==> src/rtl/julia_pkg.sv <==
// Shared constants, state encoding and helpers for the Julia frame path.
package julia_pkg;

    localparam logic [31:0] FX_ONE      = 32'h0001_0000;
    localparam logic [31:0] FX_TWO      = 32'h0002_0000;

    localparam logic [31:0] X_START_DEF = 32'hFFFE_0000;
    localparam logic [31:0] Y_START_DEF = 32'h0001_8000;
    localparam logic [31:0] STEP_DEF    = 32'h0000_019A;

    localparam int unsigned ITER_MAX    = 256;
    localparam int unsigned ADDR_W      = 19;
    localparam int unsigned PIX_W       = 8;

    typedef enum logic [2:0] {
        IDLE,
        PRIME,
        SCAN,
        DRAIN,
        DONE
    } scan_state_t;

    // Map an iteration count (0..ITER_MAX) onto an 8-bit pixel value.
    function automatic logic [PIX_W-1:0] clamp_pix(input logic [8:0] v);
        return (v >= 9'(ITER_MAX - 1)) ? 8'hFF : v[PIX_W-1:0];
    endfunction

endpackage

==> src/rtl/julia_coord_gen.sv <==
// Raster counters and incremental Q16.16 coordinate accumulators.
module julia_coord_gen
    import julia_pkg::*;
#(
    parameter int unsigned H_RES   = 640,
    parameter int unsigned V_RES   = 480,
    parameter logic [31:0] X_START = X_START_DEF,
    parameter logic [31:0] Y_START = Y_START_DEF,
    parameter logic [31:0] STEP    = STEP_DEF
) (
    input  logic                     clk,
    input  logic                     rst_n,
    input  logic                     load,
    input  logic                     advance,
    output logic signed [31:0]       x_com,
    output logic signed [31:0]       y_com,
    output logic [ADDR_W-1:0]        addr,
    output logic                     last
);

    localparam int unsigned COL_W = (H_RES > 1) ? $clog2(H_RES) : 1;
    localparam int unsigned ROW_W = (V_RES > 1) ? $clog2(V_RES) : 1;

    logic [COL_W-1:0] col;
    logic [ROW_W-1:0] row;
    logic             col_end;

    assign col_end = (col == COL_W'(H_RES - 1));
    assign last    = col_end && (row == ROW_W'(V_RES - 1));

    // Walk the frame in raster order; x resets per line, y steps down per line.
    always_ff @(posedge clk or negedge rst_n) begin
        if (!rst_n) begin
            col   <= '0;
            row   <= '0;
            addr  <= '0;
            x_com <= $signed(X_START);
            y_com <= $signed(Y_START);
        end else if (load) begin
            col   <= '0;
            row   <= '0;
            addr  <= '0;
            x_com <= $signed(X_START);
            y_com <= $signed(Y_START);
        end else if (advance) begin
            addr <= addr + ADDR_W'(1);
            if (!col_end) begin
                col   <= col + COL_W'(1);
                x_com <= x_com + $signed(STEP);
            end else begin
                col   <= '0;
                row   <= row + ROW_W'(1);
                x_com <= $signed(X_START);
                y_com <= y_com - $signed(STEP);
            end
        end
    end

endmodule

==> src/rtl/julia_scan.sv <==
// Frame-scan dispatcher: feeds pixel coordinates to the free-running Julia
// iterator and turns each reported iteration count into a framebuffer write.
// Optional build macro JULIA_SCAN_PERF_EN adds the frame_cycles counter output.
module julia_scan
    import julia_pkg::*;
#(
    parameter int unsigned H_RES   = 640,
    parameter int unsigned V_RES   = 480,
    parameter logic [31:0] X_START = X_START_DEF,
    parameter logic [31:0] Y_START = Y_START_DEF,
    parameter logic [31:0] STEP    = STEP_DEF
) (
    input  logic                     clk,
    input  logic                     rst_n,
    input  logic                     start,
    output logic signed [31:0]       x_com,
    output logic signed [31:0]       y_com,
    input  logic                     iter_ready,
    input  logic [8:0]               iter_val,
    output logic                     wr_valid,
    input  logic                     wr_ready,
    output logic [ADDR_W-1:0]        wr_addr,
    output logic [PIX_W-1:0]         wr_data,
    output logic                     busy,
    output logic                     frame_done,
    output logic                     overrun
`ifdef JULIA_SCAN_PERF_EN
    ,
    output logic [31:0]              frame_cycles
`endif
);

    scan_state_t       state_q;
    scan_state_t       state_d;
    logic              ready_q;
    logic              evt_c;
    logic              load_c;
    logic              advance_c;
    logic              wbuf_load_c;
    logic              done_c;
    logic              last;
    logic [ADDR_W-1:0] addr;

    julia_coord_gen #(
        .H_RES   (H_RES),
        .V_RES   (V_RES),
        .X_START (X_START),
        .Y_START (Y_START),
        .STEP    (STEP)
    ) u_coord (
        .clk     (clk),
        .rst_n   (rst_n),
        .load    (load_c),
        .advance (advance_c),
        .x_com   (x_com),
        .y_com   (y_com),
        .addr    (addr),
        .last    (last)
    );

    // A new result is the rising edge of the iterator's two-cycle ready.
    assign evt_c = iter_ready && !ready_q;

    // Ready history for result edge detection.
    always_ff @(posedge clk or negedge rst_n) begin
        if (!rst_n) begin
            ready_q <= 1'b0;
        end else begin
            ready_q <= iter_ready;
        end
    end

    // State register.
    always_ff @(posedge clk or negedge rst_n) begin
        if (!rst_n) begin
            state_q <= IDLE;
        end else begin
            state_q <= state_d;
        end
    end

    // Next state and per-cycle control strobes.
    always_comb begin
        state_d     = state_q;
        load_c      = 1'b0;
        advance_c   = 1'b0;
        wbuf_load_c = 1'b0;
        done_c      = 1'b0;
        case (state_q)
            IDLE, DONE: begin
                if (start) begin
                    state_d = PRIME;
                    load_c  = 1'b1;
                end
            end
            PRIME: begin
                // First result predates the frame; pixel 0 stays held so the
                // iterator reloads it on this result.
                if (evt_c) begin
                    state_d = SCAN;
                end
            end
            SCAN: begin
                if (evt_c) begin
                    wbuf_load_c = 1'b1;
                    if (last) begin
                        state_d = DRAIN;
                    end else begin
                        advance_c = 1'b1;
                    end
                end
            end
            DRAIN: begin
                if (!wr_valid || wr_ready) begin
                    state_d = DONE;
                    done_c  = 1'b1;
                end
            end
            default: begin
                state_d = IDLE;
            end
        endcase
    end

    // Single-entry write buffer, status outputs and sticky overrun.
    always_ff @(posedge clk or negedge rst_n) begin
        if (!rst_n) begin
            wr_valid   <= 1'b0;
            wr_addr    <= '0;
            wr_data    <= '0;
            busy       <= 1'b0;
            frame_done <= 1'b0;
            overrun    <= 1'b0;
        end else begin
            frame_done <= done_c;
            busy       <= (state_d == PRIME) || (state_d == SCAN);
            if (wbuf_load_c && (!wr_valid || wr_ready)) begin
                wr_valid <= 1'b1;
                wr_addr  <= addr;
                wr_data  <= clamp_pix(iter_val);
            end else if (wr_ready) begin
                wr_valid <= 1'b0;
            end
            if (load_c) begin
                overrun <= 1'b0;
            end else if (wbuf_load_c && wr_valid && !wr_ready) begin
                overrun <= 1'b1;
            end
        end
    end

`ifdef JULIA_SCAN_PERF_EN
    logic [31:0] cyc_cnt;
    logic [31:0] cyc_nxt;

    assign cyc_nxt = (&cyc_cnt) ? cyc_cnt : cyc_cnt + 32'd1;

    // Saturating clock count from start acceptance, latched at frame end.
    always_ff @(posedge clk or negedge rst_n) begin
        if (!rst_n) begin
            cyc_cnt      <= '0;
            frame_cycles <= '0;
        end else if (load_c) begin
            cyc_cnt      <= '0;
            frame_cycles <= '0;
        end else if ((state_q == PRIME) || (state_q == SCAN) || (state_q == DRAIN)) begin
            cyc_cnt <= cyc_nxt;
            if (done_c) begin
                frame_cycles <= cyc_nxt;
            end
        end
    end
`endif

endmodule

==> config.mk <==
export PLATFORM = sky130hd
export DESIGN_NAME = julia_scan
export DESIGN_NICKNAME = d
export VERILOG_FILES = /design/src/rtl/julia_pkg.sv /design/src/rtl/julia_coord_gen.sv /design/src/rtl/julia_scan.sv
export SDC_FILE = /design/constraint.sdc
export NUM_CORES = 1
export LEC_CHECK = 0
export BUFFER_PORTS_ARGS = -buffer_cell sky130_fd_sc_hd__buf_2
export CAP_MARGIN = 10
export CORE_ASPECT_RATIO = 1.5
export CORE_UTILIZATION = 45
export CTS_CLUSTER_DIAMETER = 30
export DETAILED_ROUTE_END_ITERATION = 12
export PLACE_DENSITY = 0.66
export SYNTH_ARGS = -nofsm -noshare
export SYNTH_HDL_FRONTEND = slang
export SYNTH_HIERARCHICAL = 1
export SYNTH_SLANG_ARGS = --single-unit
==> constraint.sdc <==
create_clock -name clk -period 3.53 [get_ports clk]
set_input_delay 0.353 -clock clk [delete_from_list [all_inputs] [get_ports clk]]
set_output_delay 0.353 -clock clk [all_outputs]
set_load 0.05 [all_outputs]
==> results.toml <==
[outcome]
outcome = "completed"

[power_and_ir_drop]
p_per_area_mw_per_mm2 = 708.5
p_leak_nw = 3.896
ir_drop_mv = 0.3137
finalPower_mw = 5.855

[clock_network]
htree_levels = 4
cts_made_buffers = 17
root_buffer = "clkbuf_16"
path_clk_slew_ns = 0.06
clock_latency_ns = 0.42
clock_path_buffers = 2
cts_tree = "built"
cts_setup_buffers = 0
cts_hold_buf = 0
cts.sinks = 135
cts_resized = 0

[drt]
drtIter0Drc = 278
routed_wl_mm = 15.84
avgRoutedWirePerCell_um = 16.00
drc = 0
firstDrtPassIters = 4
viasPerCell = 5.711
vias = 5654
antenna_left = 0

[worst_setup_path]
reg2reg_depth = 8
reg2reg_slack_ns = 0.36
worstPathArrival_ns = 3.47
r2r_start = "u_coord/col[7]"
crit_required_ns = 3.83
worst_setup_path_start_kind = "register"
cp-end-kind = "register"
r2r_end = "u_coord/y_com[29]"
path_max_fanout = 60
path_class = "reg -> reg"

[run]
cap_violations = 0

[synthesis]
synthArstFlopShare_pct = 100.0
synth_top_area_share_pct = 42.92
synth-seq-cells = 135
ys_seq_area_share_pct = 49.41
synth_largest_area_cell = "dfrtp_1"
synth.most_common_cell = "dfrtp_1"
syn_area_mm2 = 0.006880
yosysUniqueCellTypes = 69
yosys_most_used_dff = "dfrtp_1"
yosys_warnings = 6
synth_area_per_cell_um2 = 10.15
syn_inst = 678
synthTopCellsByCount = "118 x dfrtp_1, 62 x nor2_1, 45 x a21oi_1, 35 x o21ai_0, 30 x nand2_1"
synthTopCellsByArea = "dfrtp_1 43%, dfstp_2 6.5%, nor2_1 3.4%"
synth_edf_count = 0

[timing]
maxSlewViolCount = 0
fin_crit_ns = 3.173
rsz0062_at_grt = "false"
setup_tns_ns = 0
fin_crit_sh_pct = 89.88
worstMarginPinSlew_ns = 1.066
setup_viol = 0
max_clock_freq_mhz = 315.2
relSlewSlack_pct = 28.96
skew_ns = 0.01116
finalHoldViolations = 0

[die]
num_rows = 55
fp.dieW_um = 103.0
fp.dieH_um = 153.4
core_area_mm2 = 0.01500
ioPinCount = 109
die_area_mm2 = 0.01580
start_util_pct = 45.86

[global_route]
antenna_found_initial = 0
grt_pass1_vias = 5629
grt-ovfl-total = 0
grt_pass1_wl_mm = 26.32
track_usage_pct = 20.99
grt_max_degree = 70

[layout]
fin_util_pct = 55.08
antenna_cells = 0
seq_area_mm2 = 0.003400
final_nets = 797
drive_above_1_share_pct = 25.92
area_growth_pct = 20.09
multi_input_area_mm2 = 0.003211
n_fill_cell = 1393
design_area_mm2 = 0.008263

[placement]
place.port_buffers = 106
gp_congestion = 0.8165
placed_cell_area_mm2 = 0.007611
hpwlAfterDp_mm = 10.63

[worst_hold_path]
hp-start = "iter_ready"
whs_path_depth = 1
min_to = "ready_q"
hold_class = "in -> reg"
## final cells by class
class                      instances  share of cell area [%]
sequential                       135                   41.14
multi-input combinational        478                   38.86
timing repair buffer             121                   7.965
clock buffer                      17                   5.148
tap                              199                   3.013
clock inverter                    15                   2.741
inverter                          25                   1.136
## through the flow
stage / setup slack (ns) / hold slack, ns / instances
floorplan: 0.7559 / 0.05741 / 679
global placement: 0.5263 / 0.4736 / 958
detailed placement: 0.3538 / 0.4768 / 958
CTS: 0.3400 / 0.03604 / 990
global route: 0.08315 / 0.05118 / 990
finish: 0.3574 / 0.05258 / 990
## power breakdown
part | leakage (nW) | switching [mW] | total [mW] | internal (mW)
Sequential | 1.76 | 0.280 | 2.05 | 1.77
Combinational | 1.82 | 1.35 | 1.85 | 0.500
Clock | 0.310 | 0.698 | 1.96 | 1.26
## critical path, stage by stage (launching register included)
cell and delay, ns:
dfrtp_1 0.42, or3b_1 0.42, nor3_1 0.22, and4_1 0.28, nor2_1 0.09, nand4bb_1 0.17, o31a_2 0.85, nor4_1 0.19
mux2_1 0.36
## registers in the layout (all words and copies together) (netlist names)
| signal | flops |
|---|---|
| frame_done | 1 |
| overrun | 1 |
| u_coord/x_com | 31 |
| wr_valid | 1 |
| ready_q | 1 |
| u_coord/addr | 19 |
| busy | 1 |
| wr_data | 8 |
| u_coord/y_com | 31 |
| wr_addr | 19 |
| u_coord/row | 9 |
| state_q | 3 |
| u_coord/col | 10 |
## routing by layer
layer	global-route usage (%)	share of wire (%)	vias up
met5	0	0	-
met4	8.585	1.6	0
met3	3.749	4.0	20
met2	37.02	52	158
met1	24.57	42	2780
li1	-	-	2696
## logic make-up (layout without fill, tap and decap cells)
group	after synthesis	after routing	synth area share, %
AO/OA/AOI/OAI	144	144	13.17
XOR/XNOR	22	22	2.801
adder cells (fa/ha/maj)	5	5	0.9093
buffers and inverters	66	178	4.273
flip-flops	135	135	49.41
multiplexers	44	44	7.601
other	1	2	0.05450
AND/OR/NAND/NOR	261	261	21.79
## layout by cell type (no fill, tap or decap), types with 7 or more instances in the layout
cell type | netlist | routed
a21oi_1 | 45 | 45
dfstp_2 | 17 | 17
clkbuf_16 | 0 | 17
nor2_1 | 62 | 62
nor3_1 | 13 | 13
o21ai_0 | 35 | 35
buf_4 | 5 | 15
nand2_1 | 30 | 30
mux2_2 | 8 | 8
nand3_1 | 25 | 25
mux2_4 | 12 | 12
xnor2_1 | 14 | 14
a31oi_1 | 9 | 9
or4_1 | 29 | 29
nor4_1 | 14 | 14
inv_1 | 24 | 24
or3_1 | 21 | 21
nand4_1 | 9 | 9
and4_1 | 7 | 7
dfrtp_1 | 118 | 118
nor2b_1 | 16 | 16
buf_2 | 4 | 105
mux2i_1 | 14 | 14
mux2_1 | 10 | 10
o31ai_1 | 26 | 25
xor2_1 | 8 | 8
## worst max path at each step
stage | from | to | slack, ns | cells past startpoint
3_3_place_gp | u_coord/row[0] | u_coord/addr[16] | 0.53 | 10
4_1_cts | u_coord/col[7] | u_coord/y_com[29] | 0.34 | 8
3_5_place_dp | u_coord/col[7] | u_coord/y_com[29] | 0.35 | 8
2_1_floorplan | u_coord/col[0] | u_coord/x_com[23] | 0.76 | 11
6_report | u_coord/col[7] | u_coord/y_com[29] | 0.36 | 8
5_1_grt | u_coord/col[7] | u_coord/row[2] | 0.08 | 9
No activity file was read; power rests on OpenSTA's default activity.
